### config.mk
export PLATFORM = sky130hd
export DESIGN_NAME = conv_seq_ctrl
export DESIGN_NICKNAME = d
export VERILOG_FILES = /design/src/rtl/conv_seq_ctrl.sv
export SDC_FILE = /design/constraint.sdc
export NUM_CORES = 1
export LEC_CHECK = 0
export BUFFER_PORTS_ARGS = -buffer_cell sky130_fd_sc_hd__buf_2
export CAP_MARGIN = 10
export CORE_AREA = 4 4 41 43
export CTS_CLUSTER_SIZE = 20
export DETAILED_ROUTE_END_ITERATION = 16
export DIE_AREA = 0 0 45 47
export PLACE_DENSITY = 0.78
export SLEW_MARGIN = 0
export SYNTH_ARGS = -nofsm -noshare
export SYNTH_HDL_FRONTEND = slang
export SYNTH_SLANG_ARGS = --single-unit
### constraint.sdc
create_clock -name clk -period 2.4 [get_ports clk]
set_input_delay 0 -clock clk [delete_from_list [all_inputs] [get_ports clk]]
set_output_delay 0 -clock clk [all_outputs]
set_load 0.1 [all_outputs]
### src/rtl/conv_seq_ctrl.sv
// Sequencer for a sliding-window convolution: walks X/F read addresses, drives the MAC
// and hands each y downstream. Optional abort input enabled by define CONV_SEQ_ABORT_EN.
module conv_seq_ctrl #(
    parameter int X_SIZE   = 8,
    parameter int F_SIZE   = 4,
    parameter int X_ADDR_W = $clog2(X_SIZE),
    parameter int F_ADDR_W = $clog2(F_SIZE)
) (
    input  logic                clk,
    input  logic                reset,
`ifdef CONV_SEQ_ABORT_EN
    input  logic                abort,
`endif
    input  logic                start,
    output logic [X_ADDR_W-1:0] x_addr,
    output logic [F_ADDR_W-1:0] f_addr,
    output logic                mac_clr,
    output logic                mac_en,
    output logic                m_valid_y,
    input  logic                m_ready_y,
    output logic                busy,
    output logic                done
);

    localparam logic [2:0] ST_IDLE  = 3'd0;
    localparam logic [2:0] ST_MAC   = 3'd1;
    localparam logic [2:0] ST_DRAIN = 3'd2;
    localparam logic [2:0] ST_OUT   = 3'd3;
    localparam logic [2:0] ST_DONE  = 3'd4;

    localparam logic [F_ADDR_W-1:0] K_LAST  = F_ADDR_W'(F_SIZE - 1);
    localparam logic [X_ADDR_W-1:0] XB_LAST = X_ADDR_W'(X_SIZE - F_SIZE);

    logic [2:0]          state, state_nxt;
    logic [X_ADDR_W-1:0] xb, xb_nxt;
    logic [F_ADDR_W-1:0] k, k_nxt;
    logic                abort_pulse;
`ifdef CONV_SEQ_ABORT_EN
    logic                abort_go;
`endif

    always_comb begin
        state_nxt = state;
        xb_nxt    = xb;
        k_nxt     = k;
`ifdef CONV_SEQ_ABORT_EN
        abort_go  = 1'b0;
`endif
        case (state)
            ST_IDLE: begin
                if (start) begin
                    state_nxt = ST_MAC;
                    xb_nxt    = '0;
                    k_nxt     = '0;
                end
            end
            ST_MAC: begin
                if (k == K_LAST) begin
                    state_nxt = ST_DRAIN;
                    k_nxt     = '0;
                end else begin
                    k_nxt = k + 1'b1;
                end
            end
            ST_DRAIN: state_nxt = ST_OUT;
            ST_OUT: begin
                if (m_ready_y) begin
                    if (xb == XB_LAST) begin
                        state_nxt = ST_DONE;
                    end else begin
                        state_nxt = ST_MAC;
                        xb_nxt    = xb + 1'b1;
                        k_nxt     = '0;
                    end
                end
            end
            ST_DONE: state_nxt = ST_IDLE;
            default: state_nxt = ST_IDLE;
        endcase
`ifdef CONV_SEQ_ABORT_EN
        // DONE already pulses done itself, so abort there needs no extra pulse
        if (abort && (state != ST_IDLE)) begin
            state_nxt = ST_IDLE;
            xb_nxt    = '0;
            k_nxt     = '0;
            abort_go  = (state != ST_DONE);
        end
`endif
    end

    always_ff @(posedge clk or negedge reset) begin
        if (!reset) begin
            state <= ST_IDLE;
            xb    <= '0;
            k     <= '0;
        end else begin
            state <= state_nxt;
            xb    <= xb_nxt;
            k     <= k_nxt;
        end
    end

`ifdef CONV_SEQ_ABORT_EN
    // done for an aborted job is raised in the IDLE cycle that follows the abort
    always_ff @(posedge clk or negedge reset) begin
        if (!reset) begin
            abort_pulse <= 1'b0;
        end else begin
            abort_pulse <= abort_go;
        end
    end
`else
    assign abort_pulse = 1'b0;
`endif

    // Memory has one cycle of read latency, so the MAC enable trails the address by one
    always_comb begin
        x_addr    = (state == ST_MAC) ? (xb + X_ADDR_W'(k)) : '0;
        f_addr    = (state == ST_MAC) ? k : '0;
        mac_clr   = (state == ST_MAC) && (k == '0);
        mac_en    = ((state == ST_MAC) && (k != '0)) || (state == ST_DRAIN);
        m_valid_y = (state == ST_OUT);
        busy      = (state != ST_IDLE);
        done      = (state == ST_DONE) || abort_pulse;
    end

endmodule

== Word-level counts from Yosys, hierarchy flattened ==
Cells that the tools add are included.

* Logic and storage cells: 44
* Output and inout bits: 10
* Input bits: 4
* Register bits after elaboration: 8

* Reductions and logical operators: 12
* Muxes and demuxes: 16
* Add/sub/neg operators: 3
* Equal/unequal tests: 10

{| class="wikitable"
|+ Operators by type and width
! kind !! number
|-
| 3-bit 2-to-1 mux || 8
|-
| 3-bit one-hot mux with 4 select lines || 1
|-
| 2-bit 2-to-1 mux || 5
|-
| 4-bit AND reduction || 2
|-
| 3-bit by 2-bit == test with 1-bit output (second input constant) || 2
|-
| 3-bit == test (second input constant) || 2
|-
| 2-bit inequality test (second input constant) || 3
|-
| 2-bit one-hot mux with 3 select lines || 1
|-
| 3-bit one-hot mux with 2 select lines || 1
|-
| 3-bit nonzero test || 2
|-
| 2-bit nonzero test || 2
|-
| 3-bit by 1-bit adder with 3-bit output (second input constant) || 1
|-
| 3-bit by 2-bit adder with 3-bit output || 1
|-
| 3-bit by 1-bit == test with 1-bit output (second input constant) || 1
|-
| 3-bit zero test || 1
|-
| 3-bit AND reduction || 1
|-
| 2-bit by 1-bit adder with 2-bit output (second input constant) || 1
|-
| 2-bit == test (second input constant) || 1
|-
| 1-bit logical AND || 2
|-
| 2-bit zero test || 1
|-
| 2-bit by 1-bit inequality test with 1-bit output (second input constant) || 1
|-
| 1-bit logical OR || 1
|}

== Depth between registers and ports, before layout ==
* Depth after elaboration: 4
* Depth in mapped cells: 5
* Mapped depth without buffers: 5

== Least setup slack after synthesis ==
No wires, ideal clock.

* Kind: register -> output
* From: register k[0]
* To: output x_addr[2]
* Cell stages (with the launch flop): 6
* Arrival: 2376 ps
* Data required time: 2400 ps
* Setup slack: 24 ps
* Path buffers: 0
* Path through: dfrtp_1 ha_1 inv_1 fa_1 xor2_1 nor2_1

* Longest elaborated chain between the ends: 2

{| class="wikitable"
|+ RTL lines
! item !! RTL line !! source
|-
| from (decl) || 36 || <nowiki>logic [F_ADDR_W-1:0] k, k_nxt;</nowiki>
|-
| from (signal assigned) || 99 || <nowiki>k <= k_nxt;</nowiki>
|-
| 3-bit by 2-bit adder with 3-bit output || 118 || <nowiki>x_addr = (state == ST_MAC) ? (xb + X_ADDR_W'(k)) : '0;</nowiki>
|-
| 3-bit 2-to-1 mux || 118 ||
|-
| to (decl) || 15 || <nowiki>output logic [X_ADDR_W-1:0] x_addr,</nowiki>
|}

Every way passes these cells.

== Worst setup path after layout ==
Ends and elaborated chain as after synthesis.

==> out/results.ini <==
[worst_setup_path]
path_class=flip-flop to primary output
critPathLaunch=k[0]
path_max_fanout=7
reg2reg_to=xb[2]
worstPathArrival_ns=1.94
reg2reg_from=state[2]
cp-start-kind=flip-flop
crit_path_end_kind=primary output
ff2ff_path_depth=3
endpoint=x_addr[2]
r2r_slack_ns=0.80
critical_path_required_ns=2.40

[global_route]
grt-ovfl-total=0
grt_pass1_wl_um=1945
grtUsageTotal=0.1318
grt_max_degree=14
antenna_found_initial=0
grt_pass1_vias=472

[synth]
syn_avg_cell_area_um2=8.615
seq_area_frac_synth=0.3320
synth_cells=70
synth_area_um2=603.1
synth-seq-cells=8
netlist-cell-type-count=27
yosysWarningCount=0
syn-num-nets=80

[place]
port_buffers=13
gp_congestion=0.8160
dp_hpwl_um=946.2

[timing]
finalSetupTns_ns=0
fin_hold_ws_ns=0.09957
worst_pin_slew_ns=0.4865
hold_violations=0
skew_ns=0.006984
drv_slew=0
period_share=0.8089
maxSlewHeadroom=0.6779
fmax_ghz=0.5151
rsz0062_at_grt=false
finalCriticalPeriod_ns=1.941
final-setup-viol-count=0

[cells_and_area]
n_fill_cell=132
multi_input_area_um2=350.3
seqCellArea_um2=200.2
num_antenna_cells=0
final_nets=96
syn2layout_area_growth_pct=15.56
layout-drive-gt1-share=0.2262

[floorplan]
initial_core_util=0.4635
die_w_um=45
io_pins=14
die_y_um=47
core_mm2=0.001301
die_area_mm2=0.002115
rows=13

[outcome]
status=finished clean

[routing]
firstDrtPassIters=4
ant_nets=0
vias=525
vias_per_cell=5.303
routedWlPerCell_um=12.09
drt_iter0_drc=23
wl_um=1197
drc_errors=0

[job]
drv_cap=0

[clock_tree]
root_buffer=clkbuf_4
cts_tree=built
cts_buffer_depth=2
cts_hold_buf=1
cts_buffers=3
clock_latency_ns=0.26
cts_setup_buffers=0
post_cts_resized=0
clkTransAtPathRegs_ns=0.05
clock-sinks=8
htreeDepth=1

[hold_path]
hold_path_class=primary input to flip-flop

[cells in the final DEF (no fill, tap or decap), drive strengths merged]
master,Yosys,layout
a211oi,1,1
buf,2,13
clkbuf,1,3
o221ai,1,1
or4b,1,1
and3b,1,1
a21oi,3,3
o41a,1,1
a22oi,1,1
dfrtp,8,8
nand3,2,2
nor3,2,2
nand2,10,10
ha,5,5
a31o,1,1
and3,4,4
a22o,1,1
o21ai,1,1
inv,8,8
nor4,1,1
nor3b,1,1
mux2i,3,3
nor2b,1,1
fa,1,1
nor2,8,8
dlygate4sd3,0,1
xor2,1,1
[state kept, by name, summed over array words and instances, names as in the netlist]
signal  count
xb          3
state       3
k           2
[metal layers]
layer | global-route usage | up-vias | wire [um]
met1 | 0.1620 | 242 | 557
met2 | 0.1949 | 12 | 549
met3 | 0.06897 | 3 | 74
li1 | - | 268 | -
met5 | 0 | - | 0
met4 | 0.05263 | 0 | 14
[worst min-delay path by stage]
stage	endpoint	depth (start not counted)	start	slack [ns]
2_1_floorplan	k[0]	0	reset	-0.30
3_3_place_gp	xb[2]	1	reset	-0.15
5_1_grt	state[2]	3	m_ready_y	0.11
6_report	state[2]	3	m_ready_y	0.1
4_1_cts	state[2]	3	m_ready_y	0.1
3_5_place_dp	state[2]	1	reset	-0.15
[per-stage QoR]
stage	cells	setup slack [ns]	util	cell area, um^2
after global placement	95	0.7583	0.5106	664.4
after global routing	99	0.3409	0.5356	696.9
after detailed placement	95	0.7204	0.5106	664.4
final	99	0.4587	0.5356	696.9
after CTS	99	0.4456	0.5356	696.9
after floorplan	70	0.02424	-	603.1
[synthesized netlist by cell type]
cell / number / area (um^2)
ha_1: 5 / 62.56
and3b_2: 1 / 10.01
a21oi_1: 3 / 15.01
or4b_4: 1 / 13.76
and3_1: 4 / 25.02
buf_6: 1 / 11.26
buf_4: 1 / 7.510
clkbuf_1: 1 / 3.750
a211oi_1: 1 / 7.510
nor2b_1: 1 / 6.260
xor2_1: 1 / 8.760
nor3_1: 2 / 10.01
nor3b_1: 1 / 7.510
o21ai_0: 1 / 5.000
nand3_1: 2 / 10.01
o41a_1: 1 / 11.26
dfrtp_1: 8 / 200.2
a22o_1: 1 / 8.760
fa_1: 1 / 20.02
a31o_2: 1 / 8.760
inv_1: 8 / 30.03
nand2_1: 10 / 37.54
nor4_1: 1 / 6.260
a22oi_1: 1 / 7.510
mux2i_1: 3 / 30.03
o221ai_1: 1 / 8.760
nor2_1: 8 / 30.03
[final cells by class]
class	count	area share
clock buffers	3	0.03232
inverters	8	0.04309
multi-input cells	51	0.5027
flip-flops and latches	8	0.2873
well taps	15	0.02693
repair buffers	14	0.1077
[kinds of logic after synthesis]
kind of cell,after synthesis,share of synthesized area
buf+inv,11,0.08714
mux,3,0.04979
simple gates,31,0.2594
flops,8,0.3319
xor+xnor,1,0.01453
fa+ha+maj,6,0.1369
compound gates,10,0.1203
[critical path, cell delays in order, from the launching register on]
cell and delay (ns):
dfrtp_1 0.44, ha_1 0.18, inv_1 0.05, fa_1 0.37
xor2_1 0.15, nor2_1 0.08, buf_2 0.43
Power is left out: the tool's default activity adds up to more than one toggle a clock period on the data nets, which glitch-free logic cannot reach.
